File: config.mk
export PLATFORM = sky130hd
export DESIGN_NAME = stream_downsizer
export DESIGN_NICKNAME = d
export VERILOG_FILES = /design/src/rtl/stream_downsizer.sv
export SDC_FILE = /design/constraint.sdc
export NUM_CORES = 1
export LEC_CHECK = 0
export ABC_AREA = 1
export BUFFER_PORTS_ARGS = -buffer_cell sky130_fd_sc_hd__buf_2
export CORE_ASPECT_RATIO = 1.1
export CORE_MARGIN = 2
export CORE_UTILIZATION = 45
export DETAILED_ROUTE_END_ITERATION = 6
export GPL_TIMING_DRIVEN = 1
export PLACE_DENSITY = 0.81
export SETUP_SLACK_MARGIN = 0.3
export SLEW_MARGIN = 30
export SYNTH_ARGS = -nofsm -noshare
export SYNTH_HDL_FRONTEND = slang
export SYNTH_SLANG_ARGS = --single-unit
File: constraint.sdc
create_clock -name clk -period 1.5 [get_ports clk]
set_input_delay 0.45 -clock clk [delete_from_list [all_inputs] [get_ports clk]]
set_output_delay 0.45 -clock clk [all_outputs]
set_load 0.05 [all_outputs]
File: src/rtl/stream_downsizer.sv
// stream_downsizer: splits WIDTH-bit words into OUT_WIDTH-bit beats,
// least-significant slice first, with zero-bubble word chaining.
module stream_downsizer #(
    parameter int WIDTH     = 32,
    parameter int OUT_WIDTH = 8
) (
    input  logic                             clk,
    input  logic                             rst,
    input  logic [WIDTH-1:0]                 IN_data,
    input  logic                             IN_valid,
    output logic                             OUT_ready,
    input  logic                             IN_ready,
    output logic                             OUT_valid,
    output logic [OUT_WIDTH-1:0]             OUT_data,
    output logic                             OUT_last,
    output logic [$clog2(WIDTH/OUT_WIDTH)-1:0] OUT_idx
);

    localparam int RATIO = WIDTH / OUT_WIDTH;
    localparam int IW    = $clog2(RATIO);
    localparam logic [IW-1:0] LAST_IDX = IW'(RATIO - 1);

    // Reject widths that do not split into at least two whole beats.
    if ((OUT_WIDTH < 1) || (WIDTH % OUT_WIDTH != 0) || (RATIO < 2))
    begin : g_bad_params
        $error("stream_downsizer: WIDTH must be k*OUT_WIDTH, k >= 2");
    end

    typedef enum logic {
        IDLE = 1'b0,
        SEND = 1'b1
    } state_e;

    state_e            state_q, state_d;
    logic [WIDTH-1:0]  word_q, word_d;
    logic [IW-1:0]     idx_q, idx_d;

    logic busy;
    logic last;
    logic accept;
    logic beat_done;

    assign busy      = (state_q == SEND);
    assign last      = busy && (idx_q == LAST_IDX);
    assign beat_done = busy && IN_ready;
    assign accept    = IN_valid && OUT_ready;

    // State, word and beat-counter registers with synchronous reset.
    always_ff @(posedge clk) begin
        if (rst) begin
            state_q <= IDLE;
            word_q  <= '0;
            idx_q   <= '0;
        end else begin
            state_q <= state_d;
            word_q  <= word_d;
            idx_q   <= idx_d;
        end
    end

    // Next state: start on acceptance, stop after the last beat if
    // no follow-on word arrives in the same cycle.
    always_comb begin
        state_d = state_q;
        unique case (state_q)
            IDLE: begin
                if (accept) begin
                    state_d = SEND;
                end
            end
            SEND: begin
                if (beat_done && last && !accept) begin
                    state_d = IDLE;
                end
            end
            default: state_d = IDLE;
        endcase
    end

    // Word latch and slice counter; the counter only ever returns to
    // zero on acceptance or on completion of the last beat.
    always_comb begin
        word_d = word_q;
        idx_d  = idx_q;
        if (accept) begin
            word_d = IN_data;
            idx_d  = '0;
        end else if (beat_done && last) begin
            idx_d  = '0;
        end else if (beat_done) begin
            idx_d  = idx_q + 1'b1;
        end
    end

    // Outputs: beat fields come from registers only; ready is the
    // sole combinational path and is forced low while in reset.
    always_comb begin
        OUT_valid = busy;
        OUT_last  = last;
        OUT_idx   = idx_q;
        OUT_data  = word_q[idx_q*OUT_WIDTH +: OUT_WIDTH];
        OUT_ready = !rst && (!busy || (last && IN_ready));
    end

endmodule
# Word level (Yosys, flattened, before mapping)
# Index checks and enable logic that the tools add are counted.
[totals]
register_bits = 35
wordCells = 22
[classes]
n_addsub = 1
eq_ne = 1
n_shift = 1
muxes = 3
bitwise_logic = 1
reduce_logical = 12
[op_table]
columns = ["operator", "count"]
rows = [
  ["variable part select 32 x 6 -> 8 bit", 1],
  ["logical AND 1 bit", 7],
  ["zero test 1 bit", 3],
  ["OR reduction 3 bit", 1],
  ["adder 2 x 1 -> 2 bit, second input constant", 1],
  ["== test 2 bit, second input constant", 1],
  ["two-way mux 1 bit", 2],
  ["one-hot mux 1 bit (2 select lines)", 1],
  ["logical OR 1 bit", 1],
  ["inverter 1 bit", 1],
]

# Logic depth before layout (Yosys ltp)
[depth]
word_depth = 10
depth_mapped = 7
depth_no_buf = 6

# Worst setup path after synthesis
# No wires, ideal clock.
[synth_timing]
path_type = "reg-to-output"
start = "reg idx_q[0] (netlist: OUT_idx[0])"
end = "out OUT_data[2]"
arrival_ps = 1949
slack_ps = -899
stages_incl_launch_ff = 5
n_path_buf = 2
path_cell_list = "dfxtp_1 -> buf_2 -> buf_2 -> o21ai_0 -> o22ai_1"
[synth_via]
elab_chain_len = 1
[synth_rtl]
columns = ["item", "line", "text"]
rows = [
  ["from (decl)", "36", "logic [IW-1:0] idx_q, idx_d;"],
  ["from (signal assigned)", "57", "idx_q <= idx_d;"],
  ["variable part select 32 x 6 -> 8 bit", "101", "OUT_data = word_q[idx_q*OUT_WIDTH +: OUT_WIDTH];"],
  ["to (decl)", "14", "output logic [OUT_WIDTH-1:0] OUT_data,"],
]
# No other way between the ends.

# Worst setup path in the final report
[layout_timing]
start = "reg idx_q[0] (netlist: OUT_idx[0])"
end = "out OUT_data[5]"
# The elaborated chain is that of the path after synthesis.

==> impl_metrics.py <==
metrics = {
    "power_and_ir_drop": {
        "ir_drop_mv": 0.470,
        "pwr_density_cell_nw_per_um2": 893,
        "leakage_nw": 1.18,
    },
    "die": {
        "io_pins": 49,
        "die_area_um2": 4000,
        "die_y_um": 66.1,
        "die_w_um": 60.5,
        "rows": 22,
        "start_util": 0.470,
        "coreArea_um2": 3360,
    },
    "logic_synthesis": {
        "syn_area_um2": 1580,
        "syn_nets": 243,
        "synth_mux_area_frac": 0,
        "yosys.area.top_type": "dfxtp_1",
        "synth_area_leaders": "dfxtp_1 44%, nand2_1 14%, nand3_1 9.8%",
        "ys_ff_latch": 35,
        "synth_top_area_frac": 0.444,
        "synth_xor_area_frac": 0.00555,
        "yosys_warnings": 0,
        "yosys.area_share.adder": 0.00793,
        "synth_edf_count": 0,
        "yosysUniqueCellTypes": 22,
        "syn_area_per_cell_um2": 7.66,
        "synthSimpleGateAreaFrac": 0.359,
        "ys_seq_area_frac": 0.444,
        "synth_compound_area_frac": 0.0991,
        "synth_ff_type": "dfxtp_1",
        "synth_top_family_by_area": "simple AND/OR/NAND/NOR gates",
        "synthCells": 206,
        "async_flop_share": 0,
    },
    "placement": {
        "dp.final_hpwl_mm": 2.70,
        "globalplace.congestion": 0.855,
        "io_buffers": 48,
        "placed_cells": 302,
    },
    "clock_tree": {
        "clock-root-buffer": "clkbuf_4",
        "clk_pin_slew_ns": 0.11,
        "cts_tree": "yes",
        "cts_max_level": 2,
        "clk_latency_ns": 0.37,
        "cts_sinks": 35,
        "cts_buffers": 5,
        "clk_path_buf_depth": 2,
        "holdBufCountCts": 0,
    },
    "setup_path": {
        "criticalPathCategory": "reg -> out",
        "critPathCaptureType": "primary output",
        "arrival_ns": 1.44,
        "crit_start": "OUT_idx[0]",
        "timing.rr.start": "OUT_idx[1]",
        "worstPathMaxFanout": 7,
        "required_ns": 1.05,
        "startpoint_type": "register",
    },
    "job": {
        "drv_cap": 0,
    },
    "grt": {
        "grt-ovfl-total": 0,
        "grt_pass1_wl_mm": 6.68,
        "grt_pass1_vias": 1542,
        "grt_usage": 0.227,
        "antenna_found_initial": 0,
        "grt_max_degree": 33,
    },
    "drt": {
        "drt-total-wl_mm": 4.84,
        "via_per_inst": 5.23,
        "dr.pass1.iters": 4,
        "drt_iter0_drc": 110,
        "final_antenna_net_count": 0,
        "via_count": 1693,
        "route.detailed.drc": 0,
        "wire_per_inst_um": 14.9,
    },
    "sta": {
        "rsz0062_at_grt": "true",
        "slew_violations": 0,
        "hold_violations": 0,
        "maxSlewHeadroom": 0.769,
        "period_share": 1.26,
        "fin_skew_ns": 0.00785,
        "setup_tns_ns": -8.13,
        "setup_viol": 44,
        "layout_setup_ws_ns": -0.386,
        "fmax_ghz": 0.530,
        "worstMarginPinSlew_ns": 0.343,
        "fin_crit_ns": 1.89,
    },
    "run_status": {
        "violations": "setup timing",
        "status": "finished, violations left",
    },
    "finish": {
        "fin_cells": 324,
        "multiInputGateArea_um2": 996,
        "diodes": 0,
        "register_area_um2": 712,
        "fin_nets": 312,
        "fillers": 232,
        "drive_above_1_share": 0.529,
        "area_growth_pct": 59.6,
    },
    "min_path": {
        "hp-start": "IN_data[6]",
        "worst_hold_path_type": "in -> reg",
    },
}
-- synthesized netlist by cell type, types with 2 or more instances --
| master | number |
|---|---|
| nand3_1 | 31 |
| inv_2 | 3 |
| nand2_2 | 10 |
| o22ai_1 | 8 |
| inv_1 | 3 |
| nor2_1 | 18 |
| nand2_1 | 58 |
| a21oi_1 | 2 |
| dfxtp_1 | 35 |
| o21ai_0 | 14 |
| nand3_2 | 3 |
| buf_6 | 6 |
| o21ai_1 | 2 |
| buf_2 | 5 |
-- area by class of cell --
| cell class | instances | share of cell area |
|---|---|---|
| Clock inverter | 1 | 0.00199 |
| Tap cell | 48 | 0.0238 |
| Multi-Input combinational cell | 152 | 0.395 |
| Inverter | 6 | 0.0169 |
| Timing Repair Buffer | 75 | 0.249 |
| Clock buffer | 7 | 0.0303 |
| Sequential cell | 35 | 0.283 |
-- cell usage in the layout (no fill, tap or decap), types with 2 or more instances in the layout --
cell type   count
nand2_1        50
buf_2          35
dfxtp_1        32
nand3_1        30
buf_6          17
nand2_2        16
buf_4          14
nor2_2          9
o21ai_2         9
nor2_1          8
o22ai_4         8
buf_8           6
clkbuf_4        5
nand3_2         4
dfxtp_4         3
o21ai_1         3
o21ai_4         2
clkinvlp_4      2
o21ai_0         2
nand2_4         2
inv_2           2
a21oi_1         2
clkbuf_16       2
buf_12          2
-- metrics by stage --
stage / worst slack [ns] / instance area (um2) / power (mW) / util / hold slack, ns
after global routing: -0.444 / 2520 / 2.35 / 0.750 / 0.258
after floorplan: -0.0850 / 1760 / 1.37 / - / 0.437
after CTS: -0.356 / 2270 / 2.16 / 0.677 / 0.282
after detailed placement: -0.0399 / 2030 / 1.48 / 0.605 / 0.457
after global placement: -0.0284 / 2030 / 1.47 / 0.605 / 0.452
final: -0.386 / 2520 / 2.25 / 0.750 / 0.262
-- critical path, cell delays in order, from the launching register on --
cell and delay, ns:
dfxtp_4 0.41, buf_6 0.15, o21ai_2 0.05, buf_4 0.14
o22ai_4 0.14, buf_6 0.18
-- power breakdown --
| part | switching (mW) | total (mW) | internal (mW) |
|---|---|---|---|
| Clock | 0.332 | 0.658 | 0.327 |
| Sequential | 0.0553 | 1.04 | 0.989 |
| Combinational | 0.312 | 0.548 | 0.236 |
| Total | 0.699 | 2.25 | 1.55 |
-- cell families (layout without fill, tap and decap cells) --
group	after synthesis	count (layout)
and+or+nand+nor	122	122
DFF	35	35
buffers and inverters	19	89
AOI/OAI and AO/OA	28	28
adders and majority gates	1	1
xor gates and xnor gates	1	1
-- final timing paths --
check / slack [ns] / cells past startpoint / endpoint
hold reg to reg: 0.48 / 2 / word_q[26]
hold / removal: 0.26 / 3 / word_q[6]
setup / recovery: -0.39 / 5 / OUT_data[5]
setup reg to reg: -0.17 / 9 / word_q[1]
-- metal layers --
layer / part of all wire / track usage
met1: 0.39 / 0.255
met2: 0.52 / 0.398
met4: 0.024 / 0.0842
met3: 0.064 / 0.0665
met5: 0 / 0
-- sequential cells by signal, indices dropped and copies added, names as in the netlist --
register   cells
word_q        32
OUT_idx        2
OUT_valid      1
-- repair_timing --
| action | in CTS | in global routing |
|---|---|---|
| setup endpoints to repair | 45 | 46 |
| gates cloned | 3 | 1 |
| setup buffers | 3 | 7 |
| resized for setup | 38 | 53 |
| pin swaps | 1 | 5 |
(Power assumes the default switching activity.)
